<file path="config.mk">
export PLATFORM = sky130hd
export DESIGN_NAME = ast_skew_feeder
export DESIGN_NICKNAME = d
export VERILOG_FILES = /design/src/rtl/ast_pkg.sv /design/src/rtl/ast_skew_window.sv /design/src/rtl/ast_skew_feeder.sv
export SDC_FILE = /design/constraint.sdc
export NUM_CORES = 1
export LEC_CHECK = 0
export BUFFER_PORTS_ARGS = -buffer_cell sky130_fd_sc_hd__clkbuf_2
export CAP_MARGIN = 5
export CORE_AREA = 4 4 55 57
export CTS_BUF_LIST = sky130_fd_sc_hd__clkbuf_16
export DETAILED_ROUTE_END_ITERATION = 16
export DIE_AREA = 0 0 59 61
export PLACE_DENSITY = 0.74
export SYNTH_ARGS = -nofsm -noshare
export SYNTH_HDL_FRONTEND = slang
export SYNTH_HIERARCHICAL = 1
export SYNTH_SLANG_ARGS = --single-unit
</file>
<file path="constraint.sdc">
create_clock -name clk -period 1.85 [get_ports clk]
set_clock_uncertainty 0.15 [all_clocks]
set_input_delay 0.185 -clock clk [delete_from_list [all_inputs] [get_ports clk]]
set_output_delay 0.185 -clock clk [all_outputs]
set_load 0.01 [all_outputs]
</file>
<file path="src/rtl/ast_pkg.sv">
// ---------------------------------------------------------------------------
// ast_pkg
// Shared definitions for the skewed systolic feeder:
//   - ast_state_e   : feeder FSM states (IDLE / RUN / DRAIN)
//   - ast_tile_len  : number of skewed steps in one tile, S = LANES + DEPTH - 1
// Optional feature macro used by ast_skew_feeder: AST_SKEW_ZERO_FILL_EN.
// ---------------------------------------------------------------------------
package ast_pkg;

  typedef enum logic [1:0] {
    IDLE  = 2'd0,
    RUN   = 2'd1,
    DRAIN = 2'd2
  } ast_state_e;

  // Lane i is active for steps i .. i+depth-1, so the last lane finishes at
  // step (lanes-1)+(depth-1); the tile therefore spans lanes+depth-1 steps.
  function automatic int ast_tile_len(input int lanes, input int depth);
    return lanes + depth - 1;
  endfunction

endpackage

</file>
<file path="src/rtl/ast_skew_window.sv">
// ---------------------------------------------------------------------------
// ast_skew_window
// Purely combinational: given the tile step counter t, flags which lanes are
// inside their diagonal window (lane i active iff i <= t < i + DEPTH).
// Ports:
//   t_i       in  TW     current step counter
//   in_win_o  out LANES  per-lane in-window flags
// ---------------------------------------------------------------------------
module ast_skew_window
  import ast_pkg::*;
#(
  parameter int LANES = 4,
  parameter int DEPTH = 8,
  parameter int TW    = $clog2(ast_tile_len(LANES, DEPTH) + 1)
) (
  input  logic [TW-1:0]    t_i,
  output logic [LANES-1:0] in_win_o
);

  for (genvar gi = 0; gi < LANES; gi++) begin : g_lane
    // Upper bound never exceeds S, which fits in TW bits by construction.
    localparam logic [TW-1:0] HI = TW'(gi + DEPTH);
    if (gi == 0) begin : g_first
      // Lower bound of lane 0 is 0, so only the upper bound matters.
      assign in_win_o[gi] = (t_i < HI);
    end else begin : g_rest
      localparam logic [TW-1:0] LO = TW'(gi);
      assign in_win_o[gi] = (t_i >= LO) && (t_i < HI);
    end
  end

endmodule

</file>
<file path="src/rtl/ast_skew_feeder.sv">
// ---------------------------------------------------------------------------
// ast_skew_feeder
// Drains one tile from LANES upstream parallel-load FIFOs into a systolic
// array with a one-cycle diagonal skew per lane. Any in-window lane running
// empty stalls the whole tile so the skew alignment is never broken.
// Ports:
//   clk         in   1                 clock, rising edge
//   rst         in   1                 synchronous active-high reset
//   start       in   1                 tile-drain request (IDLE only)
//   lane_empty  in   LANES             upstream FIFO empty flags
//   lane_data   in   LANES*DATAWIDTH   upstream registered data_out (lane i at [i*DW +: DW])
//   lane_pop    out  LANES             pop strobes, combinational
//   out_valid   out  LANES             element valid, registered (pop delayed 1)
//   out_data    out  LANES*DATAWIDTH   element data to the array
//   busy        out  1                 FSM not idle
//   done        out  1                 one-cycle pulse at end of tile
// Optional feature: define AST_SKEW_ZERO_FILL_EN to force out_data lanes to
// zero whenever their out_valid is low.
// ---------------------------------------------------------------------------
module ast_skew_feeder
  import ast_pkg::*;
#(
  parameter int LANES     = 4,
  parameter int DEPTH     = 8,
  parameter int DATAWIDTH = 8
) (
  input  logic                       clk,
  input  logic                       rst,
  input  logic                       start,
  input  logic [LANES-1:0]           lane_empty,
  input  logic [LANES*DATAWIDTH-1:0] lane_data,
  output logic [LANES-1:0]           lane_pop,
  output logic [LANES-1:0]           out_valid,
  output logic [LANES*DATAWIDTH-1:0] out_data,
  output logic                       busy,
  output logic                       done
);

  localparam int S  = ast_tile_len(LANES, DEPTH);
  localparam int TW = $clog2(S + 1);
  localparam logic [TW-1:0] T_LAST = TW'(S - 1);

  ast_state_e       state_q, state_d;
  logic [TW-1:0]    t_q, t_d;
  logic [LANES-1:0] out_valid_q;
  logic [LANES-1:0] in_win;
  logic [LANES-1:0] pop_d;
  logic             stall;

  ast_skew_window #(
    .LANES (LANES),
    .DEPTH (DEPTH),
    .TW    (TW)
  ) u_window (
    .t_i      (t_q),
    .in_win_o (in_win)
  );

  // One empty in-window lane freezes every lane, keeping the diagonal intact.
  assign stall = (state_q == RUN) && ((in_win & lane_empty) != '0);

  always_comb begin
    state_d = state_q;
    t_d     = t_q;
    pop_d   = '0;
    unique case (state_q)
      IDLE: begin
        if (start) begin
          state_d = RUN;
          t_d     = '0;
        end
      end
      RUN: begin
        if (!stall) begin
          pop_d = in_win;
          if (t_q == T_LAST) begin
            state_d = DRAIN;
            t_d     = '0;
          end else begin
            t_d = t_q + 1'b1;
          end
        end
      end
      DRAIN: begin
        state_d = IDLE;
      end
      default: begin
        state_d = IDLE;
        t_d     = '0;
      end
    endcase
  end

  always_ff @(posedge clk) begin
    if (rst) begin
      state_q     <= IDLE;
      t_q         <= '0;
      out_valid_q <= '0;
    end else begin
      state_q     <= state_d;
      t_q         <= t_d;
      // Upstream FIFO presents popped data one cycle later.
      out_valid_q <= pop_d;
    end
  end

  // Reset masks the combinational outputs in the same cycle it is asserted.
  assign lane_pop  = rst ? '0 : pop_d;
  assign busy      = !rst && (state_q != IDLE);
  assign done      = !rst && (state_q == DRAIN);
  assign out_valid = out_valid_q;

  for (genvar gi = 0; gi < LANES; gi++) begin : g_out
`ifdef AST_SKEW_ZERO_FILL_EN
    assign out_data[gi*DATAWIDTH +: DATAWIDTH] =
      out_valid_q[gi] ? lane_data[gi*DATAWIDTH +: DATAWIDTH] : '0;
`else
    assign out_data[gi*DATAWIDTH +: DATAWIDTH] = lane_data[gi*DATAWIDTH +: DATAWIDTH];
`endif
  end

endmodule

</file>
After elaboration in Yosys (flattened, before gate mapping)
Index checks and enable logic that the tools add are counted.
{"block": "totals", "ram_bits": 0, "ff_bits": 10, "word_cells": 42, "rom_bits": 0, "latch_bits": 0, "inputBits": 39, "out_inout_bits": 42, "n_memories": 0}
{"block": "op_classes", "n_mux": 11, "mul": 0, "reduce_logical": 12, "div_mod_pow": 0, "bitwise": 2, "n_addsub": 1, "eq_ne": 6, "shift": 0, "magnitude_cmp": 7}
{"operator": "4-bit 2-to-1 mux", "count": 6}
{"operator": "4-bit < comparator (second input constant)", "count": 4}
{"operator": "4-bit one-hot mux with 3 select lines", "count": 1}
{"operator": "4-bit by 2-bit greater-or-equal comparator with 1-bit output (second input constant)", "count": 2}
{"operator": "1-bit logical AND", "count": 6}
{"operator": "2-bit 2-to-1 mux", "count": 3}
{"operator": "3-bit AND reduction", "count": 2}
{"operator": "4-bit by 1-bit adder with 4-bit output (second input constant)", "count": 1}
{"operator": "4-bit bitwise AND", "count": 1}
{"operator": "4-bit == test (second input constant)", "count": 1}
{"operator": "4-bit by 1-bit greater-or-equal comparator with 1-bit output (second input constant)", "count": 1}
{"operator": "2-bit != test (second input constant)", "count": 2}
{"operator": "2-bit one-hot mux with 2 select lines", "count": 1}
{"operator": "4-bit nonzero test", "count": 1}
{"operator": "2-bit by 1-bit == test with 1-bit output (second input constant)", "count": 1}
{"operator": "2-bit == test (second input constant)", "count": 1}
{"operator": "2-bit logical NOT", "count": 1}
{"operator": "2-bit by 1-bit != test with 1-bit output (second input constant)", "count": 1}
{"operator": "2-bit nonzero test", "count": 1}
{"operator": "1-bit logical NOT", "count": 1}
{"operator": "1-bit NOT", "count": 1}

Logic depth before layout (Yosys ltp)
Gate-level depths: netlist of run 1.
{"block": "depth", "ltp_word": 8, "depth_mapped": 6}

Hierarchy
The synthesis of run 1 kept the hierarchy.
{"mod": "ast_skew_feeder", "area_each_um2": 718.2, "seq_area_each_um2": 200.2, "n_inst": 1, "cells_per_inst": 86}
{"mod": "ast_skew_window", "area_each_um2": 48.8, "seq_area_each_um2": 0.0, "n_inst": 1, "cells_per_inst": 7}

Worst setup path after synthesis of run 1
No wires, ideal clock.
{"block": "synth_path", "path_type": "reg2reg", "from": "register t_q[2]", "to": "register t_q[3]", "arrival_ps": 1617, "n_path_buf": 0, "path_stages_with_launch": 7, "path_slack_ps": 7, "setup_time_ps": 77, "period_less_slack_ps": 1843, "path_cell_list": "dfxtp_1 > nor3_2 > xnor2_1 > a22oi_2 > nand2_2 > or4_4 > a41oi_2"}
{"block": "synth_between", "elab_chain_len": 7}
{"item": "from (decl)", "line": "ast_skew_feeder.sv:44", "source": "logic [TW-1:0] t_q, t_d;"}
{"item": "from (signal assigned)", "line": "ast_skew_feeder.sv:101", "source": "t_q <= t_d;"}
{"item": "4-bit by 1-bit greater-or-equal comparator with 1-bit output / 4-bit < comparator (equally long branches)", "line": "ast_skew_window.sv:28", "source": "assign in_win_o[gi] = (t_i >= LO) && (t_i < HI);"}
{"item": "1-bit logical AND *", "line": "ast_skew_window.sv:28"}
{"item": "named net in_win[1]", "line": "ast_skew_feeder.sv:46", "source": "logic [LANES-1:0] in_win;"}
{"item": "4-bit bitwise AND *", "line": "ast_skew_feeder.sv:60", "source": "assign stall = (state_q == RUN) && ((in_win & lane_empty) != '0);"}
{"item": "4-bit nonzero test *", "line": "ast_skew_feeder.sv:60"}
{"item": "1-bit logical AND *", "line": "ast_skew_feeder.sv:60"}
{"item": "2-bit != test (no line) *"}
{"item": "3-bit AND reduction (no line) *"}
The timed path passes the listed nets; every way through them passes the cells marked *. The select of a mux whose other input is x is not followed.
A chain may end at the register's enable or synchronous reset.

Final worst setup path of run 1
{"block": "layout_path", "from": "register t_q[2]", "to": "output lane_pop[3]"}
{"block": "layout_between", "elab_chain_len": 8}
{"item": "4-bit by 1-bit greater-or-equal comparator with 1-bit output / 4-bit < comparator (equally long branches)", "line": "ast_skew_window.sv:28"}
{"item": "1-bit logical AND *", "line": "ast_skew_window.sv:28"}
{"item": "named net in_win[1]", "line": "ast_skew_feeder.sv:46"}
{"item": "4-bit bitwise AND *", "line": "ast_skew_feeder.sv:60"}
{"item": "4-bit nonzero test *", "line": "ast_skew_feeder.sv:60"}
{"item": "1-bit logical AND *", "line": "ast_skew_feeder.sv:60"}
{"item": "4-bit 2-to-1 mux *", "line": "ast_skew_feeder.sv:74", "source": "if (!stall) begin"}
{"item": "4-bit 2-to-1 mux *", "line": "ast_skew_feeder.sv:66", "source": "unique case (state_q)"}
{"item": "4-bit 2-to-1 mux *"}
{"item": "to (decl)", "line": "ast_skew_feeder.sv:32", "source": "output logic [LANES-1:0] lane_pop,"}
The timed path passes the listed nets; every way through them passes the cells marked *.

==> impl_metrics.py, run 1 <==
metrics = {
    "status": {
        "status": "finished, violations left",
        "violations": "negative setup slack",
    },
    "yosys": {
        "ys_ff_latch": 10,
        "yosysWarnings": 6,
        "synth.cell_area_um2": 767,
        "synth_mux_area_frac": 0.0131,
        "synth_top_family_by_area": "buffers and inverters",
        "synth_flop_cell": "dfxtp_1",
        "synth_compound_area_frac": 0.108,
        "syn_inst": 93,
        "yosysSeqAreaShare": 0.261,
        "synth-simple-area-share": 0.214,
        "synth_cell_types": 26,
        "synth_async_sr_flop_share": 0,
        "synth_xor_xnor_area_share": 0.0343,
        "syn_area_per_cell_um2": 8.25,
        "synth_edf_count": 0,
        "synthAdderAreaFrac": 0.0326,
        "syn_nets": 134,
    },
    "sta": {
        "fin_crit_ns": 2.02,
        "setup_ws_ns": -0.171,
        "drv_slew": 0,
        "whs_ns": 0.119,
        "setup-tns-final_ns": -0.828,
        "rsz0062_at_grt": "true",
        "worst_pin_slew_ns": 0.288,
        "fmax_mhz": 495,
        "slew_headroom": 0.808,
        "setup_violations": 7,
        "final-hold-violation-count": 0,
        "period_share": 1.09,
    },
    "route": {
        "dr.pass1.iters": 4,
        "routed-via-count": 595,
        "drc": 0,
        "initialDrtViolationCount": 12,
        "drt_wl_total_um": 1480,
        "drtAntennaViolNets": 0,
        "avgViaCountPerCell": 4.96,
        "wl_per_cell_um": 12.3,
    },
    "power": {
        "p_sw_mw": 0.133,
        "pwr-share-seq": 0.339,
        "powerDensity_nw_per_um2": 796,
        "pwr-share-comb": 0.115,
        "p_int_mw": 0.537,
        "clkPwrFrac": 0.546,
        "ir_drop_v": 0.000543,
        "cellLeakagePower_nw": 0.370,
        "switching_share": 0.199,
    },
    "global_route": {
        "grt_overflow": 0,
        "grt_pass1_vias": 516,
        "track_usage": 0.0800,
        "grt_max_degree": 9,
        "grt_pass1_wl_um": 2100,
        "grt_antenna_before_repair": 0,
    },
    "floorplanning": {
        "start_util": 0.310,
        "placementRows": 18,
        "io_pins": 81,
        "design.core.area_um2": 2480,
        "die_area_um2": 3600,
        "chipWidth_um": 59,
        "die_h_um": 61,
    },
    "worst_setup_path": {
        "critPathLaunch": "t_q[2]",
        "start_kind": "flip-flop",
        "cp_data_arrival_time_ns": 1.69,
        "crit_fanout": 4,
        "r2r_start": "t_q[2]",
        "crit_path_end_kind": "primary output",
        "path_class": "flip-flop to primary output",
        "required_ns": 1.51,
    },
    "cells_and_area": {
        "ff_latch_area_um2": 208,
        "final_cell_mix": "clkbuf_2 (15), buf_4 (11), nor2_1 (6), dfxtp_1 (6), nand2_1 (5)",
        "drive_gt1_frac": 0.500,
        "area_growth_pct": 9.79,
        "mostFrequentLayoutCell": "clkbuf_2",
        "multi_input_area_um2": 338,
        "diodes": 0,
        "final_nets": 133,
        "finalInstanceArea_um2": 842,
        "fill_cells": 268,
    },
    "clock_tree": {
        "cts_tree": "done",
        "cts_buffer_depth": 2,
        "clk_latency_ns": 0.23,
        "htree_levels": 1,
        "cts_root_buffer": "clkbuf_16",
        "numCtsBuffers": 3,
        "hold_buffers": 0,
        "cts.sinks": 10,
        "clk_pin_slew_ns": 0.04,
    },
    "place": {
        "place_congestion": 0.857,
        "hpwl_um": 1080,
        "detailed_place.area_um2": 693,
        "portBuffers": 16,
        "place_ws_ns": -0.0461,
    },
    "hold_path": {
        "worstHoldStart": "rst",
        "hold_path_class": "input port to flip-flop",
    },
    "flow_run": {
        "max-cap-violations": 0,
    },
}
## critical path, stage by stage (launching register included)
cell      delay, ns
dfxtp_4        0.35
nor3_4         0.20
xnor2_2        0.09
a22oi_2        0.22
nand2_2        0.12
nor3_4         0.15
and2_1         0.17
clkbuf_2       0.14
## final timing paths
| kind | depth (start not counted) | endpoint | slack [ns] |
|---|---|---|---|
| worst min register to register | 1 | state_q[0] | 0.33 |
| worst max register to register | 9 | t_q[2] | -0.09 |
| worst min-delay path | 2 | t_q[3] | 0.12 |
| worst max-delay path | 7 | lane_pop[3] | -0.17 |
## sequential cells by signal (all words and copies together) (netlist names)
signal,cells
out_valid,4
state_q,2
t_q,4
## cells in the mapped netlist (all sizes together) (2+ instances only)
master / instances / share of area
a21oi: 3 / 0.020
and2: 4 / 0.034
nor3: 4 / 0.033
nand2b: 2 / 0.016
buf: 32 / 0.31
dfxtp: 10 / 0.26
nand4: 2 / 0.016
inv: 4 / 0.020
o22ai: 2 / 0.016
xnor2: 3 / 0.034
nand2: 6 / 0.033
nand3: 2 / 0.013
a22oi: 2 / 0.033
nor2: 7 / 0.034
ha: 2 / 0.033
## layout make-up
class,instances,share of cell area
Inverter,4,0.0178
Tap cell,30,0.0446
Clock buffer,3,0.0892
Sequential cell,10,0.247
Multi-Input combinational cell,46,0.401
Timing Repair Buffer,27,0.201
## power by group through the flow
stage / clock network [mW] / logic [mW] / registers, mW
floorplan: 0 / 0.105 / 0.231
global placement: 0 / 0.0584 / 0.231
global route: 0.387 / 0.0848 / 0.228
finish: 0.366 / 0.0771 / 0.227
detailed placement: 0 / 0.0599 / 0.231
CTS: 0.379 / 0.0683 / 0.227
## logic make-up (layout without fill, tap and decap cells)
family | after synthesis | in the layout
buf+inv | 37 | 34
xor+xnor | 3 | 3
compound gates | 10 | 10
mux | 1 | 1
simple gates | 30 | 30
fa+ha+maj | 2 | 2
flops | 10 | 10
## routing by layer
metal | up-vias | global-route usage | share of wire
met5 | - | 0 | 0
met4 | 0 | 0.0809 | 0.047
met3 | 12 | 0.0298 | 0.13
met2 | 38 | 0.126 | 0.47
met1 | 268 | 0.0796 | 0.36
li1 | 277 | - | -
## metrics by stage
step	power [mW]	cells	util
6_report	0.671	120	0.340
5_1_grt	0.699	120	0.340
4_1_cts	0.674	118	0.323
3_5_place_dp	0.290	113	0.280
3_3_place_gp	0.289	113	0.280
2_1_floorplan	0.337	93	-
## what timing repair did
action / 4_1_cts / 5_1_grt
gates resized for setup: 7 / 8
endpoints found under the setup margin: 5 / 7
setup buffers: 2 / 2
gates cloned: 0 / 0
pin swaps: 4 / 4
Power figures use the tool's default switching activity.
==> run 2: changes to the inputs <==
--- a/config.mk
+++ b/config.mk
@@ -7,10 +7,11 @@
 export LEC_CHECK = 0
 export BUFFER_PORTS_ARGS = -buffer_cell sky130_fd_sc_hd__clkbuf_2
 export CAP_MARGIN = 5
-export CORE_AREA = 4 4 55 57
+export CORE_AREA = 2 2 53 55
 export CTS_BUF_LIST = sky130_fd_sc_hd__clkbuf_16
 export DETAILED_ROUTE_END_ITERATION = 16
-export DIE_AREA = 0 0 59 61
+export DIE_AREA = 0 0 55 57
+export MAX_ROUTING_LAYER = met4
 export PLACE_DENSITY = 0.74
 export SYNTH_ARGS = -nofsm -noshare
 export SYNTH_HDL_FRONTEND = slang
==> run 2 against run 1 <==
Compared with the run above:
- the flow still finishes with violations (negative setup slack)
- sequential power about the same
- critical path depth unchanged
- largest power group unchanged
- critical path type unchanged
- clock-buffer cell count did not move
- setup slack improved by 0.049 ns
- sequential cell count unchanged
- hold slack got worse by 0.0054 ns
- maximum frequency up 2.5%
- utilization decreased by 2.0 points
- via count down 5.9%
- wire length grew 1.9%
- highest routed layer unchanged
- power rose by 2.3%
- largest cell class unchanged
==> impl_metrics.py, run 2 (synthesized netlist as in run 1, its figures left out) <==
metrics = {
    "global_route": {
        "grt_overflow": 0,
        "grt_pass1_wl_um": 2250,
        "grt_max_degree": 9,
        "grt_antenna_before_repair": 0,
        "track_usage": 0.104,
        "grt_pass1_vias": 500,
    },
    "worst_setup_path": {
        "crit_fanout": 4,
        "start_kind": "flip-flop",
        "cp-endpoint": "lane_pop[2]",
        "path_delay_family": "simple AND/OR/NAND/NOR gates",
        "critPathMaxStageDelay_ns": 0.34,
        "critPathLaunch": "t_q[2]",
        "reg2regPathDepth": 7,
        "r2r_setup_slack_ns": -0.07,
        "regToRegEndpoint": "t_q[3]",
        "path_buf_inv": 1,
        "required_ns": 1.51,
        "cp.depth": 7,
        "cp_data_arrival_time_ns": 1.64,
        "slowest_stage": "dfxtp_2",
        "r2r_start": "t_q[2]",
        "critPathMostFrequentCell": "nor3_4",
        "path_class": "flip-flop to primary output",
        "path_cells": "nor3_4 > xnor2_2 > a22oi_2 > nand2_2 > nor3_4 > and2_1 > clkbuf_2",
        "crit_path_end_kind": "primary output",
    },
    "place": {
        "place_congestion": 0.822,
        "place_ws_ns": -0.0648,
        "hpwl_um": 1160,
        "portBuffers": 16,
        "dp.cells": 114,
    },
    "floorplanning": {
        "start_util": 0.293,
        "chipWidth_um": 55,
        "die_area_um2": 3140,
        "design.core.area_um2": 2620,
        "die_h_um": 57,
        "placementRows": 19,
        "io_pins": 81,
    },
    "route": {
        "routed-via-count": 560,
        "drt-met1-wl_um": 534,
        "met3WireLength_um": 171,
        "avgViaCountPerCell": 4.59,
        "drc": 0,
        "dr.pass1.iters": 4,
        "drt_wl_total_um": 1510,
        "drtAntennaViolNets": 0,
        "wl_per_cell_um": 12.4,
        "met2_length_um": 704,
        "highest_layer": "met4",
        "initialDrtViolationCount": 4,
    },
    "sta": {
        "fin_crit_ns": 1.97,
        "fmax_mhz": 507,
        "worst_pin_slew_ns": 0.348,
        "setup_violations": 5,
        "period_share": 1.07,
        "rsz0062_at_grt": "true",
        "slew_headroom": 0.768,
        "setup_ws_ns": -0.122,
        "final-hold-violation-count": 0,
        "drv_slew": 0,
    },
    "flow_run": {
        "max-cap-violations": 0,
    },
    "power": {
        "powerDensity_nw_per_um2": 820,
        "cellLeakagePower_nw": 0.368,
        "ir_drop_v": 0.000534,
        "finalPower_mw": 0.686,
    },
    "cells_and_area": {
        "drive_gt1_frac": 0.473,
        "final_nets": 133,
        "final-instance-count-excl-fill": 122,
        "final_cell_mix": "clkbuf_2 (15), buf_4 (12), nor2_1 (7), dfxtp_1 (6), nand2_1 (5)",
        "diodes": 0,
        "final_core_util": 0.320,
        "area_growth_pct": 9.14,
        "mostFrequentLayoutCell": "clkbuf_2",
    },
    "clock_tree": {
        "cts_buffer_depth": 2,
        "hold_buffers": 0,
        "cts.sinks": 10,
        "htree_levels": 1,
        "clk_latency_ns": 0.24,
        "clk_pin_slew_ns": 0.04,
        "numCtsBuffers": 3,
        "cts_root_buffer": "clkbuf_16",
        "cts_tree": "done",
    },
    "hold_path": {
        "worstHoldStart": "rst",
        "hold_path_class": "input port to flip-flop",
    },
    "status": {
        "status": "finished, violations left",
        "violations": "negative setup slack",
    },
}
run 2: cell count changes in the layout (fill, tap and decap cells not counted), sizes merged:
cell	before	now
clkinv	0	1
run 2: per-layer routing:
layer | GRT usage | vias to the layer above
met5 | - | -
met4 | 0.108 | 0
met1 | 0.100 | 241
met3 | 0.0497 | 16
li1 | - | 274
met2 | 0.139 | 29
run 2: final cells by class:
| class | count | area, um2 |
|---|---|---|
| Inverter | 4 | 15.0 |
| Sequential cell | 10 | 205 |
| Timing Repair Buffer | 27 | 165 |
| Clock inverter | 1 | 3.75 |
| Multi-Input combinational cell | 46 | 334 |
| Clock buffer | 3 | 75.1 |
| Fill cell | 269 | 1780 |
| Tap cell | 31 | 38.8 |
run 2: how the worst min path moves through the flow:
stage | end | slack [ns] | cells past startpoint
after global placement | out_data[17] | 0.22 | 0
after floorplan | state_q[0] | 0.24 | 2
after detailed placement | out_data[17] | 0.22 | 0
final | t_q[3] | 0.11 | 2
after global routing | t_q[3] | 0.13 | 2
after CTS | t_q[3] | 0.11 | 2
run 2: report_power, final:
part / leakage (nW) / switching, mW / internal (mW) / total (mW)
sequential: 0.0831 / 0.00622 / 0.222 / 0.228
combinational: 0.246 / 0.0385 / 0.0345 / 0.0729
clock: 0.0385 / 0.102 / 0.283 / 0.385
run 2: timing repair:
action,in CTS,in global routing
hold endpoints to repair,0,0
buffers inserted,3,1
pin swaps,3,1
endpoints found under the setup margin,6,9
gates resized for setup,6,7
run 2: metrics by stage:
stage	cell area, um2	hold WS, ns	setup TNS (ns)
5_1_grt	837	0.126	-1.08
2_1_floorplan	767	0.236	0
6_report	837	0.114	-0.514
4_1_cts	810	0.109	-0.614
3_3_place_gp	694	0.220	0
3_5_place_dp	694	0.220	-0.274
==> run 3: changes to the inputs <==
--- a/config.mk
+++ b/config.mk
@@ -13,6 +13,7 @@
 export DIE_AREA = 0 0 55 57
 export MAX_ROUTING_LAYER = met4
 export PLACE_DENSITY = 0.74
+export REMOVE_ABC_BUFFERS = 1
 export SYNTH_ARGS = -nofsm -noshare
 export SYNTH_HDL_FRONTEND = slang
 export SYNTH_HIERARCHICAL = 1
==> run 3 against run 2 <==
Compared with the run above:
- the flow still finishes with violations (negative setup slack)
- die area is the same
- register-to-register slack worse by 0.03 ns
- hold slack got worse by 0.0070 ns
- critical path depth is the same
- first-iteration DRC count increased by 75%
- non-clock buffer count is 2 higher
- combinational power up 5.3%
- clock power decreased by 4%
- power down 1.9%
- final cell count grew 0.82%
- sequential cell count unchanged
- largest cell class unchanged
- clock-buffer cell count did not move
==> impl_metrics.py, run 3 (synthesized netlist as in run 1, its figures left out) <==
metrics = {
    "place": {
        "hpwl_um": 1930,
        "place_congestion": 0.857,
        "place_ws_ns": -0.0847,
        "portBuffers": 16,
        "detailed_place.area_um2": 694,
    },
    "clock_tree": {
        "cts_buffer_depth": 2,
        "cts_tree": "done",
        "clk_latency_ns": 0.23,
        "htree_levels": 1,
        "numCtsBuffers": 3,
        "cts.sinks": 10,
        "clk_pin_slew_ns": 0.04,
        "cts_root_buffer": "clkbuf_16",
    },
    "cells_and_area": {
        "drive_gt1_frac": 0.478,
        "area_growth_pct": 10.3,
        "final_nets": 135,
        "fill_cells": 266,
        "final_core_util": 0.323,
        "mostFrequentLayoutCell": "clkbuf_2",
        "finalInstanceArea_um2": 846,
        "diodes": 0,
        "final_cell_mix": "clkbuf_2 (14), buf_4 (13), dfxtp_1 (8), nor2_1 (7), nand2_1 (5)",
    },
    "route": {
        "wl_per_cell_um": 20.0,
        "dr.pass1.iters": 4,
        "initialDrtViolationCount": 7,
        "drt_wl_total_um": 2460,
        "avgViaCountPerCell": 5.03,
        "routed-via-count": 619,
        "drtAntennaViolNets": 0,
        "drc": 0,
    },
    "floorplanning": {
        "io_pins": 81,
        "die_h_um": 57,
        "chipWidth_um": 55,
        "placementRows": 19,
        "design.core.area_um2": 2620,
        "start_util": 0.293,
        "die_area_um2": 3140,
    },
    "power": {
        "cellLeakagePower_nw": 0.370,
        "powerDensity_nw_per_um2": 796,
        "ir_drop_v": 0.000575,
        "finalPower_mw": 0.673,
    },
    "global_route": {
        "grt_overflow": 0,
        "grt_pass1_vias": 561,
        "track_usage": 0.160,
        "grt_max_degree": 9,
        "grt_pass1_wl_um": 3160,
        "grt_antenna_before_repair": 0,
    },
    "sta": {
        "slew_headroom": 0.808,
        "rsz0062_at_grt": "true",
        "setup_violations": 8,
        "setup_ws_ns": -0.175,
        "drv_slew": 0,
        "final-hold-violation-count": 0,
        "worst_pin_slew_ns": 0.287,
        "period_share": 1.09,
        "fmax_mhz": 494,
        "fin_crit_ns": 2.02,
    },
    "worst_setup_path": {
        "cp_data_arrival_time_ns": 1.69,
        "start_kind": "flip-flop",
        "path_class": "flip-flop to primary output",
        "crit_fanout": 4,
        "required_ns": 1.51,
        "r2r_setup_slack_ns": -0.10,
        "crit_path_end_kind": "primary output",
    },
    "flow_run": {
        "max-cap-violations": 0,
    },
    "hold_path": {
        "hold_path_class": "input port to flip-flop",
    },
    "status": {
        "violations": "negative setup slack",
        "status": "finished, violations left",
    },
}
-- run 3: final cells by class --
class | instances | area (um2) | area share
Sequential cell | 10 | 203 | 0.240
Tap cell | 31 | 38.8 | 0.0459
Multi-Input combinational cell | 46 | 324 | 0.383
Inverter | 4 | 15.0 | 0.0178
Clock buffer | 3 | 75.1 | 0.0888
Timing Repair Buffer | 29 | 190 | 0.225
-- run 3: worst paths after layout --
path                    from          end  depth (start not counted)
hold reg to reg   state_q[1]   state_q[0]                          1
setup reg to reg      t_q[2]       t_q[2]                          9
hold / removal           rst       t_q[3]                          2
setup / recovery      t_q[2]  lane_pop[3]                          7
-- run 3: per-layer routing --
layer / global-route usage / vias to the layer above / routed length (um)
met2: 0.156 / 53 / 851
met5: - / - / 0
met4: 0.0314 / 0 / 4
met1: 0.186 / 284 / 985
li1: - / 280 / -
met3: 0.217 / 2 / 614
-- run 3: critical path: stages (launching register included) --
cell and delay, ns:
dfxtp_2 0.33, nor3_2 0.22, xnor2_1 0.12, a22oi_2 0.20, nand2_2 0.10, nor3_4 0.18, and2_1 0.18, clkbuf_2 0.13
-- run 3: per-stage QoR --
stage	hold WS, ns	std cells	TNS, ns
floorplan	0.0983	60	0
global placement	0.220	114	0
detailed placement	0.220	114	-0.320
CTS	0.106	120	-0.519
global route	0.130	123	-1.76
finish	0.107	123	-0.961
-- run 3: timing repair --
item,in CTS,in global routing
resized for setup,6,6
buffers inserted,3,3
setup endpoints to repair,5,9
pin swaps,2,2
gates cloned,0,0
hold buffers,0,0
-- run 3: report_power, final --
group | leakage (nW) | total (mW) | switching, mW | internal (mW)
Combinational | 0.251 | 0.0768 | 0.0398 | 0.0370
Sequential | 0.0822 | 0.227 | 0.00534 | 0.222
Clock | 0.0370 | 0.369 | 0.0900 | 0.279
